### config.mk
export PLATFORM = sky130hd
export DESIGN_NAME = twiddle_mult_pipe
export DESIGN_NICKNAME = d
export VERILOG_FILES = /design/src/rtl/twiddle_mult_pipe.sv
export SDC_FILE = /design/constraint.sdc
export NUM_CORES = 1
export LEC_CHECK = 0
export ABC_CLOCK_PERIOD_IN_PS = 5400
export CORE_ASPECT_RATIO = 0.75
export CORE_MARGIN = 1
export CORE_UTILIZATION = 55
export CTS_CLUSTER_DIAMETER = 120
export DETAILED_ROUTE_END_ITERATION = 10
export PLACE_DENSITY = 0.76
export SETUP_SLACK_MARGIN = 0.4
export SKIP_CTS_REPAIR_TIMING = 1
export SYNTH_ARGS = -nofsm -noshare
export SYNTH_HDL_FRONTEND = slang
export SYNTH_SLANG_ARGS = --single-unit
export TNS_END_PERCENT = 50
### constraint.sdc
create_clock -name clk -period 5.4 [get_ports clk]
set_input_delay 0.81 -clock clk [delete_from_list [all_inputs] [get_ports clk]]
set_output_delay 0.81 -clock clk [all_outputs]
set_load 0.01 [all_outputs]
### src/rtl/twiddle_mult_pipe.sv
// -----------------------------------------------------------------------------
// twiddle_mult_pipe
//
// Three-stage pipelined complex multiplier for the FFT butterfly datapath:
//   (x_r + j*x_i) * (w_r + j*w_i), optionally with the twiddle conjugated
// (IFFT). The full-precision product is rounded (half away from zero) or
// truncated (floor), arithmetically shifted right by SHIFT and reduced to
// OUT_W bits per component.
//
// Optional build macro:
//   TWM_SAT_EN  defined   -> out-of-range results clamp to the OUT_W limits
//               undefined -> wrap-style reduction {sign, low OUT_W-1 bits}
//
// Ports:
//   clk, rst_n         rising-edge clock, asynchronous active-low reset
//   in_valid/in_ready  input handshake (in_ready is the global advance)
//   x_r, x_i           signed data sample, XW bits per component
//   w_r, w_i           signed twiddle, WW bits per component
//   conj               1 = multiply by (w_r - j*w_i); travels with the sample
//   rnd                1 = round half away from zero, 0 = floor; travels
//   out_valid/out_ready output handshake
//   out_r, out_i       signed result, OUT_W bits per component
//
// Pipeline: S1 registers operands (w_i pre-negated for conj), S2 registers
// the four partial products, S3 combines/rounds/shifts/reduces and holds the
// output. All stages advance together on adv = !out_valid || out_ready.
// -----------------------------------------------------------------------------
module twiddle_mult_pipe #(
    parameter int XW    = 9,
    parameter int WW    = 10,
    parameter int SHIFT = 3,
    parameter int OUT_W = 15
) (
    input  logic             clk,
    input  logic             rst_n,
    input  logic             in_valid,
    output logic             in_ready,
    input  logic [XW-1:0]    x_r,
    input  logic [XW-1:0]    x_i,
    input  logic [WW-1:0]    w_r,
    input  logic [WW-1:0]    w_i,
    input  logic             conj,
    input  logic             rnd,
    output logic             out_valid,
    input  logic             out_ready,
    output logic [OUT_W-1:0] out_r,
    output logic [OUT_W-1:0] out_i
);

    // Full product width; one extra twiddle bit keeps -(-2^(WW-1)) exact.
    localparam int PW = XW + WW + 1;
    localparam int WE = WW + 1;

    // Rounding offset 2^(SHIFT-1) at full product width.
    localparam logic signed [PW-1:0] HALF = {{(PW-1){1'b0}}, 1'b1} << (SHIFT - 1);

    // ------------------------------------------------------------------
    // Global advance and stage valid bits (index = stage number)
    // ------------------------------------------------------------------
    logic       adv;
    logic [3:1] vld_q;

    assign adv       = !vld_q[3] || out_ready;
    assign in_ready  = adv;
    assign out_valid = vld_q[3];

    always_ff @(posedge clk or negedge rst_n) begin
        if (!rst_n) begin
            vld_q <= '0;
        end else if (adv) begin
            vld_q <= {vld_q[2:1], in_valid};
        end
    end

    // ------------------------------------------------------------------
    // Stage 1: operand capture. The conjugate is applied here by negating
    // the sign-extended w_i so S2 never needs to know about conj.
    // ------------------------------------------------------------------
    logic signed [WE-1:0] w_i_ext;
    logic signed [WE-1:0] w_i_eff;

    assign w_i_ext = {w_i[WW-1], w_i};
    assign w_i_eff = conj ? -w_i_ext : w_i_ext;

    logic signed [XW-1:0] x_r1_q, x_i1_q;
    logic signed [WE-1:0] w_r1_q, w_i1_q;
    logic                 rnd1_q;

    always_ff @(posedge clk or negedge rst_n) begin
        if (!rst_n) begin
            x_r1_q <= '0;
            x_i1_q <= '0;
            w_r1_q <= '0;
            w_i1_q <= '0;
            rnd1_q <= 1'b0;
        end else if (adv) begin
            x_r1_q <= x_r;
            x_i1_q <= x_i;
            w_r1_q <= {w_r[WW-1], w_r};
            w_i1_q <= w_i_eff;
            rnd1_q <= rnd;
        end
    end

    // ------------------------------------------------------------------
    // Stage 2: partial products, each exact in PW bits.
    // ------------------------------------------------------------------
    logic signed [PW-1:0] pp_rr_d, pp_ii_d, pp_ri_d, pp_ir_d;

    assign pp_rr_d = PW'(x_r1_q) * PW'(w_r1_q);
    assign pp_ii_d = PW'(x_i1_q) * PW'(w_i1_q);
    assign pp_ri_d = PW'(x_r1_q) * PW'(w_i1_q);
    assign pp_ir_d = PW'(x_i1_q) * PW'(w_r1_q);

    logic signed [PW-1:0] pp_rr_q, pp_ii_q, pp_ri_q, pp_ir_q;
    logic                 rnd2_q;

    always_ff @(posedge clk or negedge rst_n) begin
        if (!rst_n) begin
            pp_rr_q <= '0;
            pp_ii_q <= '0;
            pp_ri_q <= '0;
            pp_ir_q <= '0;
            rnd2_q  <= 1'b0;
        end else if (adv) begin
            pp_rr_q <= pp_rr_d;
            pp_ii_q <= pp_ii_d;
            pp_ri_q <= pp_ri_d;
            pp_ir_q <= pp_ir_d;
            rnd2_q  <= rnd1_q;
        end
    end

    // ------------------------------------------------------------------
    // Stage 3: combine, round, shift, reduce.
    // Products are bounded by 2^(XW+WW-2) in magnitude, so the sums and the
    // rounding offset stay well inside PW bits.
    // ------------------------------------------------------------------
    logic signed [PW-1:0] y_r, y_i;
    logic signed [PW-1:0] y_r_rnd, y_i_rnd;
    logic signed [PW-1:0] sh_r, sh_i;

    assign y_r = pp_rr_q - pp_ii_q;
    assign y_i = pp_ri_q + pp_ir_q;

    // Half away from zero: bias towards the sign before the floor shift.
    assign y_r_rnd = !rnd2_q ? y_r : (y_r[PW-1] ? y_r - HALF : y_r + HALF);
    assign y_i_rnd = !rnd2_q ? y_i : (y_i[PW-1] ? y_i - HALF : y_i + HALF);

    assign sh_r = y_r_rnd >>> SHIFT;
    assign sh_i = y_i_rnd >>> SHIFT;

    logic [OUT_W-1:0] red_r, red_i;

`ifdef TWM_SAT_EN
    localparam logic signed [PW-1:0] SAT_MAX =
        {{(PW-OUT_W+1){1'b0}}, {(OUT_W-1){1'b1}}};
    localparam logic signed [PW-1:0] SAT_MIN =
        {{(PW-OUT_W+1){1'b1}}, {(OUT_W-1){1'b0}}};

    assign red_r = (sh_r > SAT_MAX) ? SAT_MAX[OUT_W-1:0] :
                   (sh_r < SAT_MIN) ? SAT_MIN[OUT_W-1:0] : sh_r[OUT_W-1:0];
    assign red_i = (sh_i > SAT_MAX) ? SAT_MAX[OUT_W-1:0] :
                   (sh_i < SAT_MIN) ? SAT_MIN[OUT_W-1:0] : sh_i[OUT_W-1:0];
`else
    // Keep the true sign, drop the intermediate high bits.
    assign red_r = {sh_r[PW-1], sh_r[OUT_W-2:0]};
    assign red_i = {sh_i[PW-1], sh_i[OUT_W-2:0]};

    // Dropped high bits are intentionally discarded in wrap mode.
    logic sh_unused;
    assign sh_unused = ^{sh_r[PW-2:OUT_W-1], sh_i[PW-2:OUT_W-1]};
`endif

    logic [OUT_W-1:0] out_r_q, out_i_q;

    always_ff @(posedge clk or negedge rst_n) begin
        if (!rst_n) begin
            out_r_q <= '0;
            out_i_q <= '0;
        end else if (adv) begin
            out_r_q <= red_r;
            out_i_q <= red_i;
        end
    end

    assign out_r = out_r_q;
    assign out_i = out_i_q;

endmodule

==> results.md, run 1 <==
STA:
- The worst-case setup margin in the final layout is slightly below 0.007 ns.
- Timing would allow up to 0.185 GHz.
- The share of the clock period used by the worst path is between 90 and 100%.
- Setup violations remaining at the end of the flow were counted as 0.
- Hold is met by 0.378 ns.
- After layout, the minimum clock period comes to 5.39 ns.
- Setup repair after global routing could not meet its margin everywhere.
- The worst setup skew after layout is 0.0124 ns.
- The remaining max-slew budget at the tightest pin is between 15 and 20%.
- The final count of pins violating max slew came to 0.
- The total count of hold-check failures in the final report was 0.
- The summed negative setup slack over all endpoints is 0 ns.
- For the pin with the worst max-slew slack, the measured transition is 1.21 ns.

Setup path:
- The required time of the critical path is 5.76 ns.
- The worst setup path is captured at a flop.
- The worst setup path is launched from a flop.
- The kind of critical path is reg2reg.
- In this run the worst path has a maximum fanout of 7.
- The data arrival time of the critical path is 5.76 ns.

Global route:
- The pin count of the biggest net entering global routing is 104.
- The via count of the first global-routing pass was 18,400.
- The wire length of the first global-routing pass is between 90 and 100 mm.
- The total track usage is 29.1%.
- The initial antenna violation count came to 1.
- Summed over all layers, the global routing overflow is 0.

Clock tree:
- The cell sitting at the root of the clock tree is a sky130_fd_sc_hd__clkbuf_16.
- The tree built by TritonCTS fans out to about 150 sinks.
- The H-tree was split into 4 levels.
- For the worst-skew pair, the clock arrives at the later sink with an insertion delay of 0.47 ns.
- TritonCTS built the clock tree.
- Clock-pin slew was measured on the worst setup and hold paths at 0.07 ns.
- The CTS buffer count is 17.
- The maximum buffer depth of the clock tree is 2.

Synth:
- After Yosys synthesis, XOR and XNOR cells account for 5.44% of the synthesized area.
- The area share of the largest cell type after synthesis is 28.5%.
- The cell count after synthesis came out at between 2,000 and 3,000.
- Counting flops and latches in the post-synthesis netlist gives 152.
- The fraction of the mapped netlist area in adder cells is 39.9%.
- The number of flops mapped to enable cells by yosys is 0.
- The commonest cells after synthesis are sky130_fd_sc_hd__nand2_1, sky130_fd_sc_hd__inv_1, sky130_fd_sc_hd__fa_1.
- The number of distinct library cells after synthesis is 89.
- Of all flip-flops after synthesis, the portion carrying an async set or reset was 100%.
- The synthesized netlist net count is 3,188.
- The count of synthesis-stage warnings from yosys is 0.
- By area the synthesized netlist is led by sky130_fd_sc_hd__fa_1, sky130_fd_sc_hd__dfrtp_1, sky130_fd_sc_hd__ha_1.
- The synthesized-area fraction occupied by ao, oa, aoi and oai cells is 10.3%.
- In the synthesized netlist the dominant register cell turns out to be sky130_fd_sc_hd__dfrtp_1.
- The area fraction in and, or, nand and nor cells after synthesis is 18.5%.
- A synthesized cell averages 8.66 µm².
- The part of the Yosys area used for sequential elements is 16.8%.
- The synthesized area is 22,700 µm².
- The dominant combinational cell family by area after synthesis is adder cells.
- The post-synthesis mux area share is less than 1%.
- The synthesized design spends more area on one cell type than any other, namely sky130_fd_sc_hd__fa_1.
- Among all cell types in the netlist, the one instantiated most often is sky130_fd_sc_hd__nand2_1.

Detailed routing:
- The total wire length is 61.3 mm.
- The count of routing violations after the opening detailed-route iteration is 1,343.
- In the routed design, unresolved DRC markers number 0.
- The number of optimization iterations in the first detailed-route pass is 8.
- The routed layout has 18,600 vias.
- The per-cell via count in the routed design is 5.65.
- After detailed routing, the average wire length per cell comes to 18.6 µm.
- The number of nets with antenna violations after detailed routing is 0.

Layout:
- The final layout contains 3,339 nets.
- The proportion of layout cells with a drive suffix above 1 is 14.8%.
- From synthesis to final layout, the design area changed by 16.9%.

Die:
- 76 I/O pins were placed.
- The floorplan has 63 rows.
- Once the floorplan was initialized, standard cells occupied between 50% and 60% of the core.
- The floorplan step defined a die boundary enclosing 42,000 µm².
- The area of the core is 40,000 µm².
- The floorplan step set the die height to 178 µm.
- From left edge to right edge, the die measures 236 µm.

Placement:
- The worst-case setup slack after placement is -0.175 ns.
- Detailed placement ended at an HPWL of 48.0 mm.
- The number of buffer cells added on primary ports is 75.
- Routability-driven placement finished with a final weighted congestion of 0.971.

Run:
- The tool flagged a number of max-cap violations equal to 0.

Min path:
- The min-delay analysis places its worst path in the category in2async.

Run status:
- The flow ran to the end, and the final reports show no timing, DRC or antenna violations.
-- critical path, stage by stage (launching register included) --
cell and delay (ns):
sky130_fd_sc_hd__dfrtp_2 0.48, sky130_fd_sc_hd__buf_4 0.19, sky130_fd_sc_hd__and2_1 0.17, sky130_fd_sc_hd__fa_2 0.40, sky130_fd_sc_hd__fa_1 0.50, sky130_fd_sc_hd__fa_1 0.59
sky130_fd_sc_hd__fa_1 0.45, sky130_fd_sc_hd__fa_1 0.59, sky130_fd_sc_hd__ha_4 0.23, sky130_fd_sc_hd__inv_2 0.07, sky130_fd_sc_hd__o21ai_2 0.07, sky130_fd_sc_hd__a21oi_2 0.16
sky130_fd_sc_hd__o21ai_1 0.08, sky130_fd_sc_hd__a21oi_2 0.16, sky130_fd_sc_hd__nor2b_1 0.09, sky130_fd_sc_hd__o31ai_2 0.34, sky130_fd_sc_hd__a2111oi_2 0.14, sky130_fd_sc_hd__or3_1 0.33
sky130_fd_sc_hd__a31o_2 0.25
-- final timing paths --
| kind | startpoint | end | slack [ns] | cells past startpoint |
|---|---|---|---|---|
| worst max register to register | w_i1_q[4] | pp_ri_q[18] | 0.007 | 18 |
| worst max-delay path | w_i1_q[4] | pp_ri_q[18] | 0.007 | 18 |
| min in group clk | vld_q[2] | vld_q[2] | 0.47 | 2 |
| worst min register to register | vld_q[2] | vld_q[2] | 0.47 | 2 |
| worst min-delay path | rst_n | out_i[5] | 0.38 | 1 |
| max in group asynchronous | rst_n | x_i1_q[3] | 3.83 | 2 |
-- routing by layer --
| metal | GRT usage (%) | wire length (µm) |
|---|---|---|
| met2 | 45.9 | 28400 |
| met5 | 0 | 0 |
| met1 | 41.1 | 26700 |
| met4 | 8.36 | 1530 |
| met3 | 5.32 | 4690 |
-- through the flow --
stage | cells | area (µm²) | utilization [%]
floorplan | 2615 | 22900 | -
global placement | 3203 | 24600 | 61.5
detailed placement | 3203 | 24600 | 61.5
CTS | 3235 | 25200 | 63.0
global route | 3299 | 26500 | 66.1
finish | 3300 | 26500 | 66.1
-- final cells by class --
class                      count  area (µm²)
clock inverter                12         164
tap                          520         651
timing repair buffer         259        2400
antenna                        1        2.50
clock buffer                  20         457
sequential                   152        3840
fill                        3120       13600
multi-input combinational   1939       17500
inverter                     397        1500
-- flip-flops by register name, indices dropped and copies added (netlist names) --
name,cells
pp_ir_q,19
out_i,15
out_r,15
w_r1_q,10
vld_q,3
pp_ii_q,20
x_r1_q,9
w_i1_q,11
pp_ri_q,20
x_i1_q,9
rnd1_q,1
pp_rr_q,19
rnd2_q,1
-- cell families after synthesis --
family                   Yosys count
buffers and inverters            524
XOR/XNOR                         139
multiplexers                       6
flip-flops                       152
adder cells (fa/ha/maj)          529
AND/OR/NAND/NOR                  909
AO/OA/AOI/OAI                    356
-- cells in the final DEF (no fill, tap or decap), types with 47 or more instances in the layout --
cell / count
sky130_fd_sc_hd__and2_1: 154
sky130_fd_sc_hd__ha_1: 191
sky130_fd_sc_hd__a21oi_1: 71
sky130_fd_sc_hd__clkdlybuf4s50_1: 74
sky130_fd_sc_hd__buf_4: 152
sky130_fd_sc_hd__xor2_1: 47
sky130_fd_sc_hd__nand2_1: 440
sky130_fd_sc_hd__inv_1: 381
sky130_fd_sc_hd__nor2_1: 143
sky130_fd_sc_hd__dfrtp_1: 122
sky130_fd_sc_hd__fa_1: 311
sky130_fd_sc_hd__o21ai_0: 67
sky130_fd_sc_hd__xnor2_1: 89
Power of run 1 is not shown: default switching activity piles up to over one toggle a cycle in this logic, so the estimate is an artifact.
==> inputs of run 2 (changes only) <==
--- a/config.mk
+++ b/config.mk
@@ -9,9 +9,11 @@
 export CORE_ASPECT_RATIO = 0.75
 export CORE_MARGIN = 1
 export CORE_UTILIZATION = 55
+export CTS_BUF_LIST = sky130_fd_sc_hd__clkbuf_4 sky130_fd_sc_hd__clkbuf_8 sky130_fd_sc_hd__clkbuf_16
 export CTS_CLUSTER_DIAMETER = 120
 export DETAILED_ROUTE_END_ITERATION = 10
 export PLACE_DENSITY = 0.76
+export RECOVER_POWER = 100
 export SETUP_SLACK_MARGIN = 0.4
 export SKIP_CTS_REPAIR_TIMING = 1
 export SYNTH_ARGS = -nofsm -noshare
==> results.md, run 2 (same netlist as run 1, synthesis figures left out) <==
Run status:
- The run finished, with violations left.
- The checks that failed: capacitance limit, slew limit.

Setup path:
- The worst register-to-register path has a setup slack of 0.01 ns.
- For the worst setup path, the data required time is 5.76 ns.
- In this design, the critical path's most frequently occurring cell is sky130_fd_sc_hd__fa_1.
- The delay contributed by the slowest stage of the critical path is 0.59 ns.
- The category of cells accounting for the largest share of critical-path delay is adder cells.
- Walking the worst path, the cells encountered are buf_4 > and2_1 > fa_2 > fa_1 > fa_1 > fa_1 > fa_1 > ha_4 > inv_2 > o21ai_2 > a21oi_2 > o21ai_1 > a21oi_2 > nor2b_1 > o31ai_2 > a2111oi_2 > or3_1 > a31o_2.
- The data arrival time of the critical path is 5.75 ns.
- The element type at the critical path start is a flop.
- Along the worst path, the maximum fanout reaches 7.
- STA classifies the critical path endpoint as a flop.
- The library cell contributing the largest single delay on the critical path is sky130_fd_sc_hd__fa_1.
- The number of buffers and inverters on the critical path is 2.
- The critical path is of the reg2reg type.

Detailed routing:
- In this run the remaining antenna-violating nets after routing total 0.
- Before antenna repair, the detailed router went through 5 iterations.
- After detailed routing, the number of remaining DRC violations is 0.
- The total wire length is between 60 and 70 mm.
- Dividing the detail-routed wire length by the instance count gives 18.6 µm.
- For this block, the initial DRC count from the detailed router was around 1,300.
- Dividing the detail-routed via count by the number of cells gives 5.62.
- The routed layout has 18,600 vias.

Clock tree:
- TritonCTS built the clock tree.
- The H-tree generated during clock tree synthesis spans 4 levels.
- The root buffer cell chosen for the clock tree is sky130_fd_sc_hd__clkbuf_16.
- Clock tree synthesis inserted a total of 17 buffers.
- No sink is reached through more buffers than the 2 on the longest clock path.
- After clock tree synthesis, the clock-pin slew on the worst setup and hold paths is approximately 0.070 ns.
- The clock insertion delay at the later pin of the skew report is 0.47 ns.
- The TritonCTS sink count is around 150.

Die:
- In this run the count of I/O pins placed on the die edge is 76.
- The total die area is 42,000 µm².
- The die extent in y is 178 µm.
- The horizontal die dimension is 236 µm.
- The area of the core is 40,000 µm².
- The initialized floorplan defines 63 standard-cell rows.
- The initial utilization of the core area, before any placement, comes to 56.6%.

Layout:
- Once layout is complete, the utilization of the core stands at 66.1%.
- Leaving out fill and tap cells, the most frequent cell in the layout is sky130_fd_sc_hd__nand2_1.
- The area of the multi-input gates is 17,500 µm².
- The largest registers in the layout are pp_ii_q: 20 flops, pp_ri_q: 20 flops.
- Cells with a size suffix above 1 make up 14.6% of the layout.
- Registers take 3840 µm².
- The library cells used most frequently in the layout, excluding fill and tap cells, are sky130_fd_sc_hd__nand2_1, sky130_fd_sc_hd__inv_1, sky130_fd_sc_hd__fa_1, sky130_fd_sc_hd__ha_1, sky130_fd_sc_hd__and2_1.
- Relative to the synthesized area, the layout overhead comes to 16.8%.
- The net count of the finished layout is 3,339.
- Counting the fill cells in the layout gives 3,130.

Placement:
- The number of buffer cells added on primary ports is 75.
- At the placement stage, the worst setup path has a slack of -0.175 ns.
- The congestion estimate from routability-driven global placement came to just under 1.
- After legalization and detailed placement, the total HPWL measured 48.0 mm.

Run:
- The max-capacitance violation count is 4.

STA:
- Setup violations remaining at the end of the flow were counted as 0.
- The final count of pins violating max slew was 265.
- The time the worst path needs with I/O delays and setup is 5.39 ns.
- In the post-route analysis, the smallest setup slack over all paths is roughly 0.013 ns.
- Setup repair after global routing could not meet its margin everywhere.
- The worst setup skew after layout is 0.0121 ns.
- The maximum clock rate is 0.186 GHz.
- The remaining max-slew budget at the tightest pin is -177%.
- The worst path uses 99.8% of the clock period.
- At the pin with the least slew margin, the transition time is roughly 4.1 ns.
- The total count of hold-check failures in the final report is 0.

Global route:
- The first global-routing pass estimated 95.8 mm of wire.
- The via count of the first global-routing pass is 18,400.
- The global route total overflow is 0.
- The initial antenna violation count is 1.
- The total track usage is between 20% and 30%.
- Entering global routing, the biggest net connects between 100 and 150 pins.

Min path:
- The classification of the worst-slack hold path is reg2reg.
==> run 2: final timing paths <==
| kind | start | endpoint | cells past startpoint |
|---|---|---|---|
| max | w_i1_q[4] | pp_ri_q[18] | 18 |
| min | vld_q[2] | vld_q[2] | 2 |
| max reg2reg | w_i1_q[4] | pp_ri_q[18] | 18 |
| min reg2reg | vld_q[2] | vld_q[2] | 2 |
| max in group asynchronous | rst_n | w_r1_q[6] | 2 |
| min in group asynchronous | rst_n | out_i[5] | 1 |
==> run 2: metal layers <==
metal	routed length (µm)	GRT usage, %	vias to the layer above
met5	0	0	-
met4	1510	8.36	0
met3	4370	5.32	83
met2	28400	45.9	622
met1	27000	41.1	9285
li1	-	-	8568
==> run 2: final cells by class <==
cell class / instances / area share (%)
sequential: 152 / 14.5
inverter: 397 / 5.65
antenna: 1 / 0.00946
multi-input combinational: 1939 / 66.0
tap: 520 / 2.46
clock buffer: 20 / 1.74
clock inverter: 12 / 0.620
timing repair buffer: 259 / 8.98
==> run 2: worst reg2reg max path, cell delays in order (launching register included) <==
cell	delay, ns
sky130_fd_sc_hd__dfrtp_2	0.47
sky130_fd_sc_hd__buf_4	0.19
sky130_fd_sc_hd__and2_1	0.17
sky130_fd_sc_hd__fa_2	0.40
sky130_fd_sc_hd__fa_1	0.50
sky130_fd_sc_hd__fa_1	0.59
sky130_fd_sc_hd__fa_1	0.45
sky130_fd_sc_hd__fa_1	0.59
sky130_fd_sc_hd__ha_4	0.24
sky130_fd_sc_hd__inv_2	0.07
sky130_fd_sc_hd__o21ai_2	0.07
sky130_fd_sc_hd__a21oi_2	0.16
sky130_fd_sc_hd__o21ai_1	0.08
sky130_fd_sc_hd__a21oi_2	0.16
sky130_fd_sc_hd__nor2b_1	0.09
sky130_fd_sc_hd__o31ai_2	0.33
sky130_fd_sc_hd__a2111oi_2	0.14
sky130_fd_sc_hd__or3_1	0.33
sky130_fd_sc_hd__a31o_2	0.25
==> run 2: stage by stage <==
step	setup TNS, ns	area (µm²)	hold slack (ns)	cells
after floorplan	0	22900	0.430	2615
after global placement	-0.00778	24600	0.451	3203
after detailed placement	-0.767	24600	0.451	3203
after CTS	-1.03	25200	0.392	3235
after global routing	-0.554	26400	0.485	3299
final	0	26400	0.467	3300
Power of run 2 is left out for the same reason.
